===== src/rtl/cpu_ctrl_pkg.sv =====
// ---------------------------------------------------------------------------
// cpu_ctrl_pkg
// Shared definitions for the multi-cycle RV32 subset control path.
//   - state_t     : FSM state encodings (IDLE..HALT; 7 is unreachable)
//   - OP_*        : supported major opcodes (IR[6:0])
//   - ALU_*       : alu_op encodings driven to the ALU decoder
//   - F3_BEQ/BNE  : supported branch funct3 values
//   - is_supported: decode-time legality check of opcode/funct3
// ---------------------------------------------------------------------------
package cpu_ctrl_pkg;

    typedef enum logic [2:0] {
        S_IDLE   = 3'd0,
        S_FETCH  = 3'd1,
        S_DECODE = 3'd2,
        S_EXEC   = 3'd3,
        S_MEM    = 3'd4,
        S_WB     = 3'd5,
        S_HALT   = 3'd6,
        S_UNUSED = 3'd7
    } state_t;

    localparam logic [6:0] OP_R      = 7'b0110011;
    localparam logic [6:0] OP_I      = 7'b0010011;
    localparam logic [6:0] OP_LOAD   = 7'b0000011;
    localparam logic [6:0] OP_STORE  = 7'b0100011;
    localparam logic [6:0] OP_BRANCH = 7'b1100011;

    localparam logic [1:0] ALU_ADD   = 2'b00;
    localparam logic [1:0] ALU_SUB   = 2'b01;
    localparam logic [1:0] ALU_FUNCT = 2'b10;

    localparam logic [2:0] F3_BEQ = 3'b000;
    localparam logic [2:0] F3_BNE = 3'b001;

    // Branches are only legal for BEQ/BNE; every other supported opcode is
    // legal regardless of funct3 because the ALU decoder owns funct3 there.
    function automatic logic is_supported(input logic [6:0] opcode,
                                          input logic [2:0] funct3);
        logic ok;
        ok = 1'b0;
        case (opcode)
            OP_R, OP_I, OP_LOAD, OP_STORE: ok = 1'b1;
            OP_BRANCH: ok = (funct3 == F3_BEQ) || (funct3 == F3_BNE);
            default:   ok = 1'b0;
        endcase
        return ok;
    endfunction

endpackage


===== src/rtl/mem_timeout_ctr.sv =====
// ---------------------------------------------------------------------------
// mem_timeout_ctr
// Counts cycles in which a memory request is pending without completion and
// flags the cycle in which the pending request would exceed MEM_TIMEOUT.
// Ports:
//   clk    in  clock, rising edge
//   rst    in  synchronous active-high reset
//   clr    in  clear count (held while not in an access state)
//   en     in  request pending and not ready this cycle
//   expire out this is the MEM_TIMEOUT-th consecutive unserved request cycle
// ---------------------------------------------------------------------------
module mem_timeout_ctr #(
    parameter int MEM_TIMEOUT = 15,
    parameter int CNT_W       = 8
) (
    input  logic clk,
    input  logic rst,
    input  logic clr,
    input  logic en,
    output logic expire
);

    logic [CNT_W-1:0] count;

    // Count unserved request cycles; clearing outside the access states
    // guarantees the count starts at zero on every entry to FETCH or MEM.
    always_ff @(posedge clk) begin
        if (rst || clr) begin
            count <= '0;
        end else if (en) begin
            count <= count + 1'b1;
        end
    end

    // The count lags the current cycle by one, so comparing against
    // MEM_TIMEOUT-1 fires on exactly the MEM_TIMEOUT-th unserved cycle.
    // A ready in that same cycle drops en and therefore wins.
    assign expire = en && (count == CNT_W'(MEM_TIMEOUT - 1));

endmodule


===== src/rtl/multicycle_ctrl.sv =====
// ---------------------------------------------------------------------------
// multicycle_ctrl
// Control FSM for the multi-cycle RV32 subset core: sequences fetch, decode,
// execute, memory and writeback over a shared single-port memory and drives
// every datapath enable/select.
// Ports:
//   clk, rst          clock (rising edge), synchronous active-high reset
//   run               permits starting a new instruction
//   opcode, funct3    IR[6:0], IR[14:12]
//   alu_zero          ALU result == 0
//   mem_ready         memory completes the current access this cycle
//   mem_req, mem_we   memory request / store strobe
//   addr_sel          0 = PC, 1 = ALU result
//   ir_we             load IR (Mealy on mem_ready in FETCH)
//   pc_we, pc_src     PC update, 0 = PC+4, 1 = PC+imm
//   alu_src_imm       ALU operand B = immediate
//   alu_op            00 add, 01 sub, 10 funct-decoded
//   rf_we, wb_sel     regfile write, 0 = ALU, 1 = memory data
//   state             current state encoding
//   illegal, timeout  sticky error flags
//   retired           one-cycle pulse per completed instruction
// Optional macro MULTICYCLE_PERF_EN adds instret[31:0] and cycles[31:0].
// ---------------------------------------------------------------------------
module multicycle_ctrl
    import cpu_ctrl_pkg::*;
#(
    parameter int MEM_TIMEOUT = 15,
    parameter int CNT_W       = 8
) (
    input  logic        clk,
    input  logic        rst,
    input  logic        run,
    input  logic [6:0]  opcode,
    input  logic [2:0]  funct3,
    input  logic        alu_zero,
    input  logic        mem_ready,
    output logic        mem_req,
    output logic        mem_we,
    output logic        addr_sel,
    output logic        ir_we,
    output logic        pc_we,
    output logic        pc_src,
    output logic        alu_src_imm,
    output logic [1:0]  alu_op,
    output logic        rf_we,
    output logic        wb_sel,
    output logic [2:0]  state,
    output logic        illegal,
    output logic        timeout,
    output logic        retired
`ifdef MULTICYCLE_PERF_EN
    ,
    output logic [31:0] instret,
    output logic [31:0] cycles
`endif
);

    state_t state_r;
    state_t state_nxt;
    logic   set_illegal;
    logic   set_timeout;
    logic   in_access;
    logic   expire;

    assign state = state_r;

    // The request is a pure decode of the access states, kept outside the
    // main comb block so the timeout counter can use it without a loop
    // through the next-state logic. Reset masks it so an in-flight access
    // is abandoned the moment rst is seen.
    assign in_access = (state_r == S_FETCH) || (state_r == S_MEM);
    assign mem_req   = in_access && !rst;

    mem_timeout_ctr #(
        .MEM_TIMEOUT (MEM_TIMEOUT),
        .CNT_W       (CNT_W)
    ) u_timeout (
        .clk    (clk),
        .rst    (rst),
        .clr    (!in_access),
        .en     (mem_req && !mem_ready),
        .expire (expire)
    );

    // State register; reset returns to IDLE regardless of any pending access.
    always_ff @(posedge clk) begin
        if (rst) begin
            state_r <= S_IDLE;
        end else begin
            state_r <= state_nxt;
        end
    end

    // Sticky error flags, only cleared by reset.
    always_ff @(posedge clk) begin
        if (rst) begin
            illegal <= 1'b0;
            timeout <= 1'b0;
        end else begin
            if (set_illegal) illegal <= 1'b1;
            if (set_timeout) timeout <= 1'b1;
        end
    end

    // Next-state and strobe decode. Strobes are Moore decodes of state and
    // opcode, except ir_we and the store retire which must qualify on
    // mem_ready so they fire exactly once per access. Everything is forced
    // low while rst is high so no PC/regfile write escapes an aborted cycle.
    always_comb begin
        state_nxt   = state_r;
        mem_we      = 1'b0;
        addr_sel    = 1'b0;
        ir_we       = 1'b0;
        pc_we       = 1'b0;
        pc_src      = 1'b0;
        alu_src_imm = 1'b0;
        alu_op      = ALU_ADD;
        rf_we       = 1'b0;
        wb_sel      = 1'b0;
        retired     = 1'b0;
        set_illegal = 1'b0;
        set_timeout = 1'b0;

        case (state_r)
            S_IDLE: begin
                if (run) state_nxt = S_FETCH;
            end

            S_FETCH: begin
                addr_sel = 1'b0;
                ir_we    = mem_ready;
                if (mem_ready) begin
                    state_nxt = S_DECODE;
                end else if (expire) begin
                    state_nxt   = S_HALT;
                    set_timeout = 1'b1;
                end
            end

            S_DECODE: begin
                if (is_supported(opcode, funct3)) begin
                    state_nxt = S_EXEC;
                end else begin
                    state_nxt   = S_HALT;
                    set_illegal = 1'b1;
                end
            end

            S_EXEC: begin
                case (opcode)
                    OP_R: begin
                        alu_op      = ALU_FUNCT;
                        alu_src_imm = 1'b0;
                        state_nxt   = S_WB;
                    end
                    OP_I: begin
                        alu_op      = ALU_FUNCT;
                        alu_src_imm = 1'b1;
                        state_nxt   = S_WB;
                    end
                    OP_LOAD, OP_STORE: begin
                        alu_op      = ALU_ADD;
                        alu_src_imm = 1'b1;
                        state_nxt   = S_MEM;
                    end
                    OP_BRANCH: begin
                        // The ALU subtracts rs1-rs2; zero means equal, so
                        // BEQ takes the branch on zero and BNE on non-zero.
                        alu_op      = ALU_SUB;
                        alu_src_imm = 1'b0;
                        pc_we       = 1'b1;
                        pc_src      = (funct3 == F3_BEQ) ? alu_zero : !alu_zero;
                        retired     = 1'b1;
                        state_nxt   = run ? S_FETCH : S_IDLE;
                    end
                    default: begin
                        // The IR changed under us after decode; treat as illegal.
                        state_nxt   = S_HALT;
                        set_illegal = 1'b1;
                    end
                endcase
            end

            S_MEM: begin
                addr_sel = 1'b1;
                mem_we   = (opcode == OP_STORE);
                if (mem_ready) begin
                    if (opcode == OP_STORE) begin
                        pc_we     = 1'b1;
                        pc_src    = 1'b0;
                        retired   = 1'b1;
                        state_nxt = run ? S_FETCH : S_IDLE;
                    end else begin
                        state_nxt = S_WB;
                    end
                end else if (expire) begin
                    state_nxt   = S_HALT;
                    set_timeout = 1'b1;
                end
            end

            S_WB: begin
                rf_we     = 1'b1;
                wb_sel    = (opcode == OP_LOAD);
                pc_we     = 1'b1;
                pc_src    = 1'b0;
                retired   = 1'b1;
                state_nxt = run ? S_FETCH : S_IDLE;
            end

            S_HALT: begin
                state_nxt = S_HALT;
            end

            default: begin
                // Encoding 7 can only appear through an upset; park safely.
                state_nxt   = S_HALT;
                set_illegal = 1'b1;
            end
        endcase

        if (rst) begin
            mem_we      = 1'b0;
            addr_sel    = 1'b0;
            ir_we       = 1'b0;
            pc_we       = 1'b0;
            pc_src      = 1'b0;
            alu_src_imm = 1'b0;
            alu_op      = ALU_ADD;
            rf_we       = 1'b0;
            wb_sel      = 1'b0;
            retired     = 1'b0;
        end
    end

`ifdef MULTICYCLE_PERF_EN
    // Performance counters: retired instructions and non-halted cycles,
    // both free-running modulo 2^32.
    always_ff @(posedge clk) begin
        if (rst) begin
            instret <= '0;
            cycles  <= '0;
        end else begin
            if (retired) instret <= instret + 32'd1;
            if (state_r != S_HALT) cycles <= cycles + 32'd1;
        end
    end
`endif

endmodule


===== config.mk =====
export PLATFORM = sky130hd
export DESIGN_NAME = multicycle_ctrl
export DESIGN_NICKNAME = d
export VERILOG_FILES = /design/src/rtl/cpu_ctrl_pkg.sv /design/src/rtl/mem_timeout_ctr.sv /design/src/rtl/multicycle_ctrl.sv
export SDC_FILE = /design/constraint.sdc
export NUM_CORES = 1
export LEC_CHECK = 0
export CAP_MARGIN = 15
export CORE_MARGIN = 2
export CORE_UTILIZATION = 48
export CTS_BUF_LIST = sky130_fd_sc_hd__clkbuf_16
export CTS_CLUSTER_SIZE = 8
export DETAILED_ROUTE_END_ITERATION = 16
export GPL_TIMING_DRIVEN = 0
export PLACE_DENSITY = 0.84
export SYNTH_ARGS = -nofsm -noshare
export SYNTH_HDL_FRONTEND = slang
export SYNTH_SLANG_ARGS = --single-unit
export TNS_END_PERCENT = 20

===== constraint.sdc =====
create_clock -name clk -period 2.1 [get_ports clk]
set_input_delay 0.21 -clock clk [delete_from_list [all_inputs] [get_ports clk]]
set_output_delay 0.21 -clock clk [all_outputs]
set_load 0.01 [all_outputs]

==> metrics, run 1 <==
Core ar.=between 0.0015 and 0.002 sq mm; total number of vias=1044; static leakage=0.581 nW; count leader, synth=nor2_1; # setup viols final=0; synthesized flop and latch total=13; Post-Synthesis Cell Area=947 sq um; initial core utilization=about half; Reg clk slew, reported paths=0.04 ns; flop2flop setup slack=about 0.61 ns; Pwr Density=786 mW/mm^2; # rows=16; Critical path origin=state[1]; die area=0.00234 sq mm; nets=176; placed cells=181; total CTS buffers=3; Post-DRT Antenna Nets=0; DR WL/cell=13.2 microns; Layout area overhead=46.6%; port bufs=30; reg-to-reg startpoint=state[1]; Tmin final=2.05 ns; DRT Wirelength=~2.5 mm; critical path class=register to output port; Period Utilization, post-route=97.6%; top_reg_cell synth=dfxtp_1; top cell type's share of synthesized area=a little over a quarter; post-synthesis instance total=about 120; Setup crit start kind=register; die width=48.4 microns; fill count=approximately 160; clock root buffer=clkbuf_16; Setup crit end=wb_sel; Pwr Total=1.09 mW; io pins=32; CP arrival=1.84 ns; RR Endpoint=state[1]; R2R depth=5; DP HPWL=1.84 mm; vias per inst=5.64; max-cap violation count=0; Pre-Repair DR Iteration Count=4; Yosys warnings=0; biggest area consumer among synthesized cells=dfxtp_1; sequential share of the synthesized area=27.5%; Non-Filler Instances=185; clk_lat worst skew=around 0.24 ns; Yosys cell types=40; VDD IR-drop max=633 uV; top cells by area, synth=dfxtp_1, nor2_1, xor2_1, nand2_1, a21oi_1; Antenna diodes=0; DRT iter0 DRCs=48; status=complete, no violations; Post CTS Setup Buffer Count=0; RSZ-0062 raised after global routing=true; Worst Setup End Kind=output port; Synth async-reset ratio=0%; initial antenna violation count=0; relative slew slack=73.3%; fin. max-slew vios=0; list of most frequent post-synthesis cells=nor2_1, dfxtp_1, nand2_1; Placer Congestion=0.861; Worst Tran Pin Value=0.400 ns; total gr overflow=0; Die Y=48.4 microns; largest net degree at the start of global routing=11; EDFF count, synth=0; WP data required=1.89 ns; CTS Hold Bufs=0; share of cells above drive strength 1=a little over an eighth; Fmax=0.488 GHz; Syn Nets=141; H-tree Lvls=1; syn avg cell area=7.64 sq um; Global Route Usage Sum=22.0%; Residual DRC=0; first-pass GRT wire length=between 4 and 5 mm; clock buffer depth=2; hold crit path type=input port to register; CTS tree=built; critical path fanouts, max=9; Final Hold Vio Count=0; vias in the first global route=950; Max Clock Skew=0.000323 ns; Sink Count=13
[worst max-delay path, stage by stage, from the launching register on]
cell and delay (ns):
dfxtp_1 0.30, clkbuf_4 0.18, nor2_2 0.17, nand2_1 0.12
nor2_1 0.14, and3_1 0.16, clkdlybuf4s50_1 0.52
[stage by stage]
step	cell area, sq um	setup TNS, ns	utilization [%]	setup slack [ns]	hold WS [ns]
after CTS	1360	-0.0170	71.6	-0.0170	0.484
final	1390	0	73.0	0.0512	0.504
after global routing	1390	-0.0832	73.0	-0.0500	0.527
after global placement	1280	-1.01	67.4	-0.311	0.470
after detailed placement	1280	-1.13	67.4	-0.324	0.497
after floorplan	947	0	-	0.361	0.279
[sequential cells by signal, summed over array words and instances, names as in the netlist]
name / flops
illegal: 1
timeout: 1
u_timeout.count: 8
state: 3
[placed cells by master, fill, tap and decap left out, types with 2 or more instances in the layout]
cell              n
clkdlybuf4s50_1  22
nor2_1           19
nand2_1          12
dfxtp_1          12
inv_1             7
xor2_1            7
a21oi_1           6
nor3_1            5
dlygate4sd2_1     5
clkbuf_4          4
nand3_1           4
nand2b_1          3
a31oi_1           3
clkbuf_16         3
dlymetal6s2s_1    3
and4bb_2          2
nor2_2            2
and3_1            2
nand4_1           2
and4b_1           2
o221ai_1          2
xnor2_1           2
nor2b_1           2
o21ai_0           2
ha_1              2
[what timing repair did]
action	CTS	global route
pin swaps	1	2
resized for setup	9	14
cloned	0	0
endpoints found under the setup margin	9	7
[power by group]
part,total (mW),internal [mW],leakage (nW),switching [mW]
logic,0.435,0.204,0.433,0.231
clock network,0.344,0.250,0.0423,0.0945
registers,0.313,0.277,0.106,0.0354
total,1.09,0.731,0.581,0.361
[metal layers]
metal	GRT usage (%)	wire length, microns	part of all wire [%]
met1	27.6	1090	44
met2	39.1	1210	49
met3	4.63	133	5.4
met4	4.29	16	0.65
met5	0	0	0
[worst min path at each step]
stage | startpoint | endpoint | slack (ns) | cells after the start
floorplan | rst | illegal | 0.28 | 1
global placement | timeout | timeout | 0.47 | 1
detailed placement | timeout | timeout | 0.50 | 1
CTS | rst | illegal | 0.48 | 2
global route | timeout | timeout | 0.53 | 1
finish | rst | illegal | 0.50 | 2
[logic make-up (layout without fill, tap and decap cells)]
kind of cell	count (synthesis)	count (layout)	synth area share, %
adder cells (fa/ha/maj)	2	2	2.64
AO/OA/AOI/OAI	25	25	19.6
buffers and inverters	12	46	5.28
XOR/XNOR	9	9	8.32
AND/OR/NAND/NOR	63	63	36.7
flip-flops	13	13	27.5
[area by class of cell]
class                   instances  area, sq um  share of cell area [%]
inverters                       6         22.5                    1.62
repair buffers                 30          302                    21.7
plain buffers                   6         41.3                    2.97
clock inverters                 1         3.75                   0.270
multi-input cells              99          649                    46.8
flip-flops and latches         13          262                    18.8
well taps                      27         33.8                    2.43
clock buffers                   3         75.1                    5.41
No activity file was read; power rests on OpenSTA's default activity.
==> inputs of run 2 (changes only) <==
--- a/config.mk
+++ b/config.mk
@@ -9,7 +9,6 @@
 export CORE_MARGIN = 2
 export CORE_UTILIZATION = 48
 export CTS_BUF_LIST = sky130_fd_sc_hd__clkbuf_16
-export CTS_CLUSTER_SIZE = 8
 export DETAILED_ROUTE_END_ITERATION = 16
 export GPL_TIMING_DRIVEN = 0
 export PLACE_DENSITY = 0.84
==> results of run 2 <==
No change in the layout: final DEF, timing and power equal those of run 1.
==> inputs of run 3 (changes only) <==
--- a/config.mk
+++ b/config.mk
@@ -6,12 +6,12 @@
 export NUM_CORES = 1
 export LEC_CHECK = 0
 export CAP_MARGIN = 15
-export CORE_MARGIN = 2
 export CORE_UTILIZATION = 48
 export CTS_BUF_LIST = sky130_fd_sc_hd__clkbuf_16
 export DETAILED_ROUTE_END_ITERATION = 16
 export GPL_TIMING_DRIVEN = 0
 export PLACE_DENSITY = 0.84
+export SLEW_MARGIN = 20
 export SYNTH_ARGS = -nofsm -noshare
 export SYNTH_HDL_FRONTEND = slang
 export SYNTH_SLANG_ARGS = --single-unit
==> metrics, run 3 (same netlist as run 1, synthesis figures left out) <==
# setup viols final=0; dpl ws=-0.314 ns; DRT iter0 DRCs=36; Setup crit start kind=input port; critical path class=input port to output port; Worst Tran Pin Value=0.474 ns; hold crit path type=register to register; largest register by flop count=u_timeout.count; CTS tree=built; status=complete, no violations; total gr overflow=0; cells along the critical path=clkdlybuf4s50_1, and4bb_2, nand4_1, a21oi_1, or2_1, buf_4, dlygate4sd2_1; Period Utilization, post-route=95.8%; Final Hold Vio Count=0; max FFs per register=8; Placer Congestion=0.908; DR WL/cell=around 15 microns; # rows=15; CTS Hold Bufs=0; most frequent cells in the layout=clkdlybuf4s50_1, nor2_1, dfxtp_1; placed cells=179; first-pass GRT wire length=4.44 mm; Critical path origin=opcode[0]; most common cell after layout, fill and taps aside=clkdlybuf4s50_1; Layout area overhead=48.5%; Reg clk slew, reported paths=0.04 ns; crit-path max cell delay=0.53 ns; CP arrival=1.80 ns; DP HPWL=1.94 mm; critical path fanouts, max=4; clock root buffer=clkbuf_16; Antenna diodes=0; die width=roughly 46 microns; Core ar.=0.00178 sq mm; Global Route Usage Sum=29.0%; Post-DRT Antenna Nets=0; vias in the first global route=about 960; clock buffer depth=2; max-cap violation count=0; hold_sp=timeout; WP data required=between 1.5 and 2 ns; Pwr Density=slightly above 800 mW/mm^2; Worst Setup End Kind=output port; Tmin final=2.01 ns; DRT Wirelength=2.80 mm; Max Clock Skew=0.00409 ns; Pre-Repair DR Iteration Count=4; io pins=32; share of cells above drive strength 1=14.5%; nets=177; Non-Filler Instances=roughly 180; H-tree Lvls=1; relative slew slack=68.4%; static leakage=0.599 nW; final setup margin=0.0891 ns; die area=0.00215 sq mm; VDD IR-drop max=700 uV; initial core utilization=53.1%; Fmax=slightly below 0.5 GHz; port bufs=30; Residual DRC=0; Sink Count=13; reg-to-reg startpoint=state[2]; total number of vias=1070; clk_lat worst skew=approximately 0.24 ns; vias per inst=a little under 6; initial antenna violation count=0; total CTS buffers=3; slowest stage cell, crit path=clkdlybuf4s50_1; fin. max-slew vios=0; largest net degree at the start of global routing=11; Die Y=46.4 microns
[run 3: changes by cell type in the layout (fill, tap and decap cells not counted), sizes merged]
cell,change
buf,+3
clkbuf,-2
[run 3: final timing paths]
kind                   end  slack, ns  cells after the start
setup / recovery   retired       0.09                      7
hold / removal     timeout       0.49                      1
setup reg to reg  state[1]       0.61                      4
hold reg to reg    timeout       0.49                      1
[run 3: per-layer routing]
layer	GRT usage (%)	vias up	routed length [microns]	part of all wire, %
li1	-	517	-	-
met1	37.2	485	1190	43
met2	47.8	66	1320	47
met3	8.63	2	258	9.2
met4	5.29	0	19	0.68
met5	0	-	0	0
[run 3: metrics by stage]
| stage | hold WS (ns) | area, sq um | util [%] | setup TNS (ns) | total power [mW] |
|---|---|---|---|---|---|
| final | 0.492 | 1410 | 78.9 | 0 | 1.13 |
| after global placement | 0.466 | 1280 | 71.7 | -1.25 | 0.719 |
| after detailed placement | 0.473 | 1280 | 71.7 | -1.39 | 0.741 |
| after global routing | 0.516 | 1410 | 78.9 | -0.0131 | 1.20 |
| after CTS | 0.482 | 1380 | 77.3 | -0.0249 | 1.11 |
| after floorplan | 0.279 | 947 | - | 0 | 0.567 |
[run 3: cell type report]
class,instances,area (sq um)
multi-input cells,99,662
inverters,6,22.5
plain buffers,6,41.3
fillers,124,377
clock inverters,1,3.75
flip-flops and latches,13,262
clock buffers,3,75.1
well taps,25,31.3
repair buffers,31,309
[run 3: repair_timing]
action / CTS / global route
endpoints found under the setup margin: 11 / 6
setup buffers: 1 / 0
hold endpoints to repair: 0 / 0
pin swaps: 1 / 0
resized for setup: 14 / 13
[run 3: report_power, final]
part	switching [mW]	total [mW]	internal [mW]
combinational	0.258	0.467	0.209
clock	0.0975	0.348	0.250
sequential	0.0406	0.318	0.277
total	0.396	1.13	0.736
[run 3: critical path, delay by kind of cell]
| kind | cells | cell delay, ns |
|---|---|---|
| AOI/OAI and AO/OA | 1 | 0.16 |
| buffers and inverters | 3 | 0.88 |
| and+or+nand+nor | 3 | 0.56 |
